$ cat src/rtl/latch_event_monitor.sv
// Synchronises and debounces an asynchronous latch output, emits edge pulses,
// counts rising events with saturation and reports each new count over VLD/ACK.
module latch_event_monitor #(
  parameter int WIDTH  = 8,
  parameter int STABLE = 4
) (
  input  logic             CLK,
  input  logic             R,
  input  logic             Q_IN,
  input  logic             CLR,
  input  logic             ACK,
  output logic             LVL,
  output logic             RISE,
  output logic             FALL,
  output logic [WIDTH-1:0] CNT,
  output logic             VLD,
  output logic             OVF
);

  localparam logic [3:0] STABLE_M1 = 4'(STABLE - 1);

  typedef enum logic [1:0] {
    IDLE   = 2'd0,
    REPORT = 2'd1,
    GAP    = 2'd2
  } state_t;

  logic [1:0]       sync_q;
  logic             s2;
  logic [3:0]       stab_q, stab_d;
  logic             lvl_q, lvl_d;
  logic             rise_q, rise_d;
  logic             fall_q, fall_d;
  logic [WIDTH-1:0] count_q, count_d;
  logic [WIDTH-1:0] inc_val;
  logic             at_max;
  logic             ovf_q, ovf_d;
  logic [WIDTH-1:0] cnt_q;
  logic             vld_q;
  logic             pend_q;
  state_t           state_q;

  // Two-flop synchroniser; only the second stage feeds the debouncer.
  always_ff @(posedge CLK) begin
    if (!R) begin
      sync_q <= '0;
    end else begin
      sync_q <= {sync_q[0], Q_IN};
    end
  end

  assign s2 = sync_q[1];

  always_comb begin
    stab_d = '0;
    lvl_d  = lvl_q;
    rise_d = 1'b0;
    fall_d = 1'b0;
    if (s2 != lvl_q) begin
      if (stab_q == STABLE_M1) begin
        lvl_d  = s2;
        rise_d = s2;
        fall_d = ~s2;
      end else begin
        stab_d = stab_q + 4'd1;
      end
    end
  end

  always_ff @(posedge CLK) begin
    if (!R) begin
      stab_q <= '0;
      lvl_q  <= 1'b0;
      rise_q <= 1'b0;
      fall_q <= 1'b0;
    end else begin
      stab_q <= stab_d;
      lvl_q  <= lvl_d;
      rise_q <= rise_d;
      fall_q <= fall_d;
    end
  end

  // The FSM snapshots the same saturated value the counter is about to take.
  assign at_max  = &count_q;
  assign inc_val = at_max ? count_q : count_q + WIDTH'(1);

  always_comb begin
    count_d = count_q;
    ovf_d   = ovf_q;
    if (CLR) begin
      count_d = '0;
      ovf_d   = 1'b0;
    end else if (rise_q) begin
      count_d = inc_val;
      if (at_max) begin
        ovf_d = 1'b1;
      end
    end
  end

  always_ff @(posedge CLK) begin
    if (!R) begin
      count_q <= '0;
      ovf_q   <= 1'b0;
    end else begin
      count_q <= count_d;
      ovf_q   <= ovf_d;
    end
  end

  always_ff @(posedge CLK) begin
    if (!R) begin
      state_q <= IDLE;
      vld_q   <= 1'b0;
      cnt_q   <= '0;
      pend_q  <= 1'b0;
    end else begin
      case (state_q)
        IDLE: begin
          pend_q <= 1'b0;
          if (rise_q) begin
            cnt_q   <= inc_val;
            vld_q   <= 1'b1;
            state_q <= REPORT;
          end
        end
        REPORT: begin
          if (ACK) begin
            pend_q  <= 1'b0;
            vld_q   <= 1'b0;
            state_q <= (pend_q || rise_q) ? GAP : IDLE;
          end else if (rise_q) begin
            pend_q <= 1'b1;
          end
        end
        GAP: begin
          cnt_q   <= rise_q ? inc_val : count_q;
          vld_q   <= 1'b1;
          state_q <= REPORT;
        end
        default: begin
          vld_q   <= 1'b0;
          pend_q  <= 1'b0;
          state_q <= IDLE;
        end
      endcase
    end
  end

  assign LVL  = lvl_q;
  assign RISE = rise_q;
  assign FALL = fall_q;
  assign CNT  = cnt_q;
  assign VLD  = vld_q;
  assign OVF  = ovf_q;

endmodule
$ cat config.mk
export PLATFORM = sky130hd
export DESIGN_NAME = latch_event_monitor
export DESIGN_NICKNAME = d
export VERILOG_FILES = /design/src/rtl/latch_event_monitor.sv
export SDC_FILE = /design/constraint.sdc
export NUM_CORES = 1
export LEC_CHECK = 0
export CELL_PAD_IN_SITES_DETAIL_PLACEMENT = 0
export CELL_PAD_IN_SITES_GLOBAL_PLACEMENT = 2
export CORE_MARGIN = 2
export CORE_UTILIZATION = 33
export DETAILED_ROUTE_END_ITERATION = 10
export PLACE_DENSITY_LB_ADDON = 0.1
export REMOVE_ABC_BUFFERS = 1
export SETUP_SLACK_MARGIN = 0.3
export SYNTH_ARGS = -nofsm -noshare
export SYNTH_HDL_FRONTEND = slang
export SYNTH_SLANG_ARGS = --single-unit
$ cat constraint.sdc
create_clock -name CLK -period 1.95 [get_ports CLK]
set_clock_uncertainty 0.2 [all_clocks]
set_input_delay 0.195 -clock CLK [delete_from_list [all_inputs] [get_ports CLK]]
set_output_delay 0.195 -clock CLK [all_outputs]
set_load 0.02 [all_outputs]
---- Word level (Yosys, flattened, before mapping) ----
Index checks and enable logic that the tools add are counted.
word-level totals
  logic and storage cells ................. 49
  bits of input ports ..................... 5
  register bits ........................... 30
cells by class
  bitwise gates (word level) .............. 4
  multiplexer cells ....................... 13
  add/subtract/negate cells ............... 2
  equality and inequality tests ........... 7
  reductions and logical operators ........ 12
operators with widths
  kind                   count
  $mux W8                3
  $pmux W8 S2            1
  $reduce_and A9 Y1      1
  $add A8 B1 Y8 const B  1
  $reduce_and A2 Y1      4
  $reduce_and A8 Y1      1
  $mux W2                3
  $pmux W2 S3            1
  $add A4 B1 Y4 const B  1
  $eq A4 B2 Y1 const B   1
  $ne A2 B2 Y1 const B   2
  $not A1 Y1             4
  $mux W1                3
  $ne A3 B3 Y1 const B   1
  $pmux W1 S3            1
  $reduce_and A3 Y1      1
  $reduce_or A3 Y1       1
  $eq A2 B1 Y1 const B   1
  $eq A2 B2 Y1 const B   1
  $logic_not A2 Y1       1
  $pmux W1 S2            1
  $reduce_bool A2 Y1     1
  $reduce_or A2 Y1       1
  $logic_or A1 B1 Y1     1
  $ne A1 B1 Y1           1

---- Logic depth before layout (Yosys ltp) ----
  depth after elaboration ................. 4
  depth in mapped cells ................... 6
  depth with buffers taken out ............ 5

---- Least setup slack after synthesis ----
No wires, ideal clock.
  path kind ............................... register to register
  start point ............................. reg count_q[0]
  end point ............................... reg cnt_q[1], in the netlist CNT[1]
  data arrival time ....................... 1360 ps
  required time ........................... 1625 ps
  slack ................................... 264 ps
  cell stages (with the launch flop) ...... 7
  library setup time ...................... 125 ps
  path buffers ............................ 1
  clock period less this slack ............ 1686 ps
  cells stage by stage .................... dfxtp_1 -> ha_1 -> buf_2 -> and3_1 -> a21boi_0 -> a311oi_1 -> o31ai_1
between the ends
  longest elaborated chain between the ends .. 4
  elaborated cells on any way between the ends .. 6
  those cells by class .................... add/sub (1); mux (4); reduce/logical (1)
ends and longest elaborated chain
  what                                                line    source
  from (decl)                                         34      logic [WIDTH-1:0] count_q, count_d;
  from (signal assigned)                              107     count_q <= count_d;
  $add A8 B1 Y8 or $reduce_and A8 Y1 (tied branches)  86, 85
  $mux W8 (*)                                         86      assign inc_val = at_max ? count_q : count_q + WIDTH'(1);
  $mux W8 (on tied branches)                          --
  $pmux W8 S2 (*)                                     119     case (state_q)
  to (signal assigned)                                123     cnt_q <= inc_val;
  to (signal assigned)                                138     cnt_q <= rise_q ? inc_val : count_q;
  to (decl)                                           38      logic [WIDTH-1:0] cnt_q;
Every way passes the cells marked *; elsewhere a longest branch is shown, timed or not. The select of a mux whose other input is x is not followed.
A chain may end at the register's enable or synchronous reset.

---- Final worst setup path ----
  start point ............................. reg ovf_q, in the netlist OVF
  end point ............................... out OVF
RTL lines
  what                    line  source
  from (decl)             37    logic ovf_q, ovf_d;
  from (signal assigned)  108   ovf_q <= ovf_d;
  to (decl)               17    output logic OVF
No word-level cell between the ends.

==> metrics.md <==
| Metric | Value |
|---|---|
| Depth of the worst hold-timing path | `2` |
| Share of the synthesized area in the top cell type | `0.428` |
| Largest net degree at the start of global routing | `16` |
| Worst Path Buf+Inv | `1` |
| Placed cell areas | `1630 sq um` |
| Area leader, netlist | `dfxtp_1` |
| # rows | `23` |
| Final Cell Area | `1770 sq um` |
| RSZ-0062 raised after global routing | `true` |
| Slowest cell on crit path | `clkdlybuf4s50_1` |
| PwrDens | `655 nW/um^2` |
| Die Area | `4790 sq um` |
| Nets | `186` |
| MaxCap Viol Count | `0` |
| Worst setup SP type | `register` |
| Post-synthesis xor/xnor area fraction | `0.0250` |
| Largest family of logic cells by synthesized area | `simple AND/OR/NAND/NOR gates` |
| Outcome | `complete, no violations` |
| Final min period | `1.60 ns` |
| Overflow after GRT | `0` |
| Total track usage | `0.142` |
| Total Power | `1.16 mW` |
| Post-synth top cells | `dfxtp_1, nor2_1, a21oi_1, nand2_1, nand3_1` |
| Final Hold Fails | `0` |
| Setup Viol. Count Final | `0` |
| Leakage power total | `0.714 nW` |
| Number of synthesized register bits | `30` |
| Area occupied by multi-input gates | `749 sq um` |
| Slew headroom | `0.712` |
| Worst-Margin Slew | `0.431 ns` |
| Chip Width | `69.2 um` |
| Latest clock arrival within the worst-skew pair | `0.28 ns` |
| Core Area | `4060 sq um` |
| Max VDD drop | `0.217 mV` |
| First-pass GRT wire length | `5370 um` |
| Hold_buf cts | `0` |
| Mapped cell area | `1400 sq um` |
| Synthesized-area fraction occupied by adder cells | `0.0178` |
| Top delay family on crit path | `buffers and inverters` |
| Post-synth EDFFs | `0` |
| CTS tree | `built` |
| Async SR Flop Fraction | `0` |
| Post-route ant nets | `0` |
| Sink Count | `30` |
| Crit path depth | `1` |
| Clk pin slew, worst setup/hold paths | `0.06 ns` |
| CTS Buf Count | `5` |
| CP Cell Sequence | `clkdlybuf4s50_1` |
| Syn Inst Count | `159` |
| Vias in the first global route | `1133` |
| Via count | `1184` |
| Simple-gate area share of the yosys netlist | `0.242` |
| Ports | `18` |
| I/O Buffers | `17` |
| DRC violations left | `0` |
| Syn-to-layout area delta | `25.9%` |
| Crit share post-route | `0.820` |
| Primary FF master, synth | `dfxtp_1` |
| Count leader, synth | `dfxtp_1` |
| Final slew viol count | `0` |
| Synth warnings | `0` |
| Mean Syn Cell Area | `8.83 sq um` |
| Filler instances | `406` |
| Arrival time worst endpoint | `1.20 ns` |
| DR pass1 iterations | `4` |
| CP max FO | `2` |
| Fmax | `0.625 GHz` |
| Initial antenna violation count | `0` |
| WS Path Type | `reg -> out` |
| Layout cell share with drive strength beyond 1 | `0.150` |
| Setup Buffers After CTS | `0` |
| Clock tree buffer depth | `2` |
| Sequential area share after synthesis | `0.428` |
| Synth unique cells | `45` |
| Register area | `607 sq um` |
| DR WL/cell | `13.8 um` |
| Final WL | `3170 um` |
| Die height | `69.2 um` |
| Vias per inst | `5.15` |
| DP Wirelength | `2350 um` |
| Antenna cells | `0` |
| Hold Path Class | `reg -> reg` |
| TNS Setup | `0 ns` |
| Top cells by area, synth | `dfxtp_1, nor2_1, a21oi_1` |
| Crit-path max cell delay | `0.60 ns` |
| RePlAce Congestion | `0.792` |
| Drt initial violations | `41` |
| Hold_ws | `0.251 ns` |
| Initial core utilization | `0.346` |
| H-tree depth | `2` |
| FF-to-FF path depth | `5` |
| Root Buffer | `clkbuf_8` |
| Worst Setup End Kind | `primary output` |
| Mux cell area share after synthesis | `0.0285` |
| Critical Path RT | `1.55 ns` |
| Compound-Gate Fraction of Synth Area | `0.202` |
## metrics by stage
step	setup slack, ns	std cells	util
after floorplan	0.152	147	-
after global placement	0.283	222	0.401
after detailed placement	0.221	222	0.401
after CTS	0.308	230	0.425
after global routing	0.244	230	0.436
final	0.350	230	0.436
## area by class of cell
type	count	share of cell area
timing repair buffer	25	0.137
inverter	3	0.00637
sequential	30	0.343
multi-input combinational	114	0.424
tap	50	0.0354
clock inverter	2	0.00708
clock buffer	6	0.0467
## power by group
group | total [mW] | leakage (nW) | switching [mW] | internal [mW]
clock | 0.515 | 0.0472 | 0.232 | 0.283
sequential | 0.617 | 0.245 | 0.00161 | 0.615
combinational | 0.0258 | 0.422 | 0.0121 | 0.0137
## routing by layer
metal,up-vias,track usage,routed length [um]
li1,609,-,-
met2,20,0.224,1530
met4,0,0.0545,17
met5,-,0,0
met3,2,0.0480,116
met1,553,0.177,1500
## sequential cells by signal, indices dropped and copies added (netlist names)
register and cells:
RISE 1, OVF 1, state_q 2, LVL 1, pend_q 1, CNT 8
count_q 8, sync_q 2, stab_q 4, VLD 1, FALL 1
## path summary, 6_finish.rpt
path / end / start / slack [ns]
min reg2reg: CNT[2]$_SDFFE_PN0P_ / CNT[2]$_SDFFE_PN0P_ / 0.25
min: CNT[2]$_SDFFE_PN0P_ / CNT[2]$_SDFFE_PN0P_ / 0.25
max reg2reg: CNT[1]$_SDFFE_PN0P_ / count_q[1]$_SDFF_PP0_ / 0.36
max: OVF / OVF$_SDFFE_PP0P_ / 0.35
## cell families (layout without fill, tap and decap cells)
group,Yosys count,after routing
AND/OR/NAND/NOR,63,63
flip-flops,30,30
multiplexers,4,4
buffers and inverters,15,36
AO/OA/AOI/OAI,41,41
XOR/XNOR,4,4
adder cells (fa/ha/maj),2,2
## cells in the final DEF, fill, tap and decap left out, types with 2 or more instances in the layout
| cell | Yosys | layout |
|---|---|---|
| dfxtp_1 | 30 | 25 |
| nand4_1 | 2 | 2 |
| a22o_1 | 3 | 3 |
| o21a_1 | 4 | 4 |
| clkdlybuf4s50_1 | 0 | 9 |
| nand2_1 | 8 | 8 |
| dlygate4sd2_1 | 0 | 3 |
| dfxtp_2 | 0 | 5 |
| a21boi_0 | 3 | 3 |
| a311oi_1 | 2 | 2 |
| and2_1 | 2 | 2 |
| a21oi_1 | 8 | 8 |
| and4_1 | 3 | 2 |
| nor2b_1 | 3 | 3 |
| mux2i_1 | 4 | 4 |
| or2b_1 | 2 | 2 |
| a31oi_1 | 4 | 4 |
| nor3_1 | 6 | 6 |
| clkbuf_8 | 0 | 6 |
| o21ai_0 | 5 | 5 |
| a211oi_1 | 3 | 3 |
| dlymetal6s2s_1 | 0 | 5 |
| nor3b_1 | 5 | 4 |
| buf_4 | 3 | 7 |
| nand2b_1 | 3 | 3 |
| nand3_1 | 8 | 8 |
| inv_1 | 3 | 3 |
| xor2_1 | 3 | 3 |
| nor2_1 | 15 | 15 |
## timing repair
action                     4_1_cts  5_1_grt
gates resized for setup          5       15
pin swaps                        0        1
setup endpoints to repair        7       24
(Power assumes the default switching activity.)
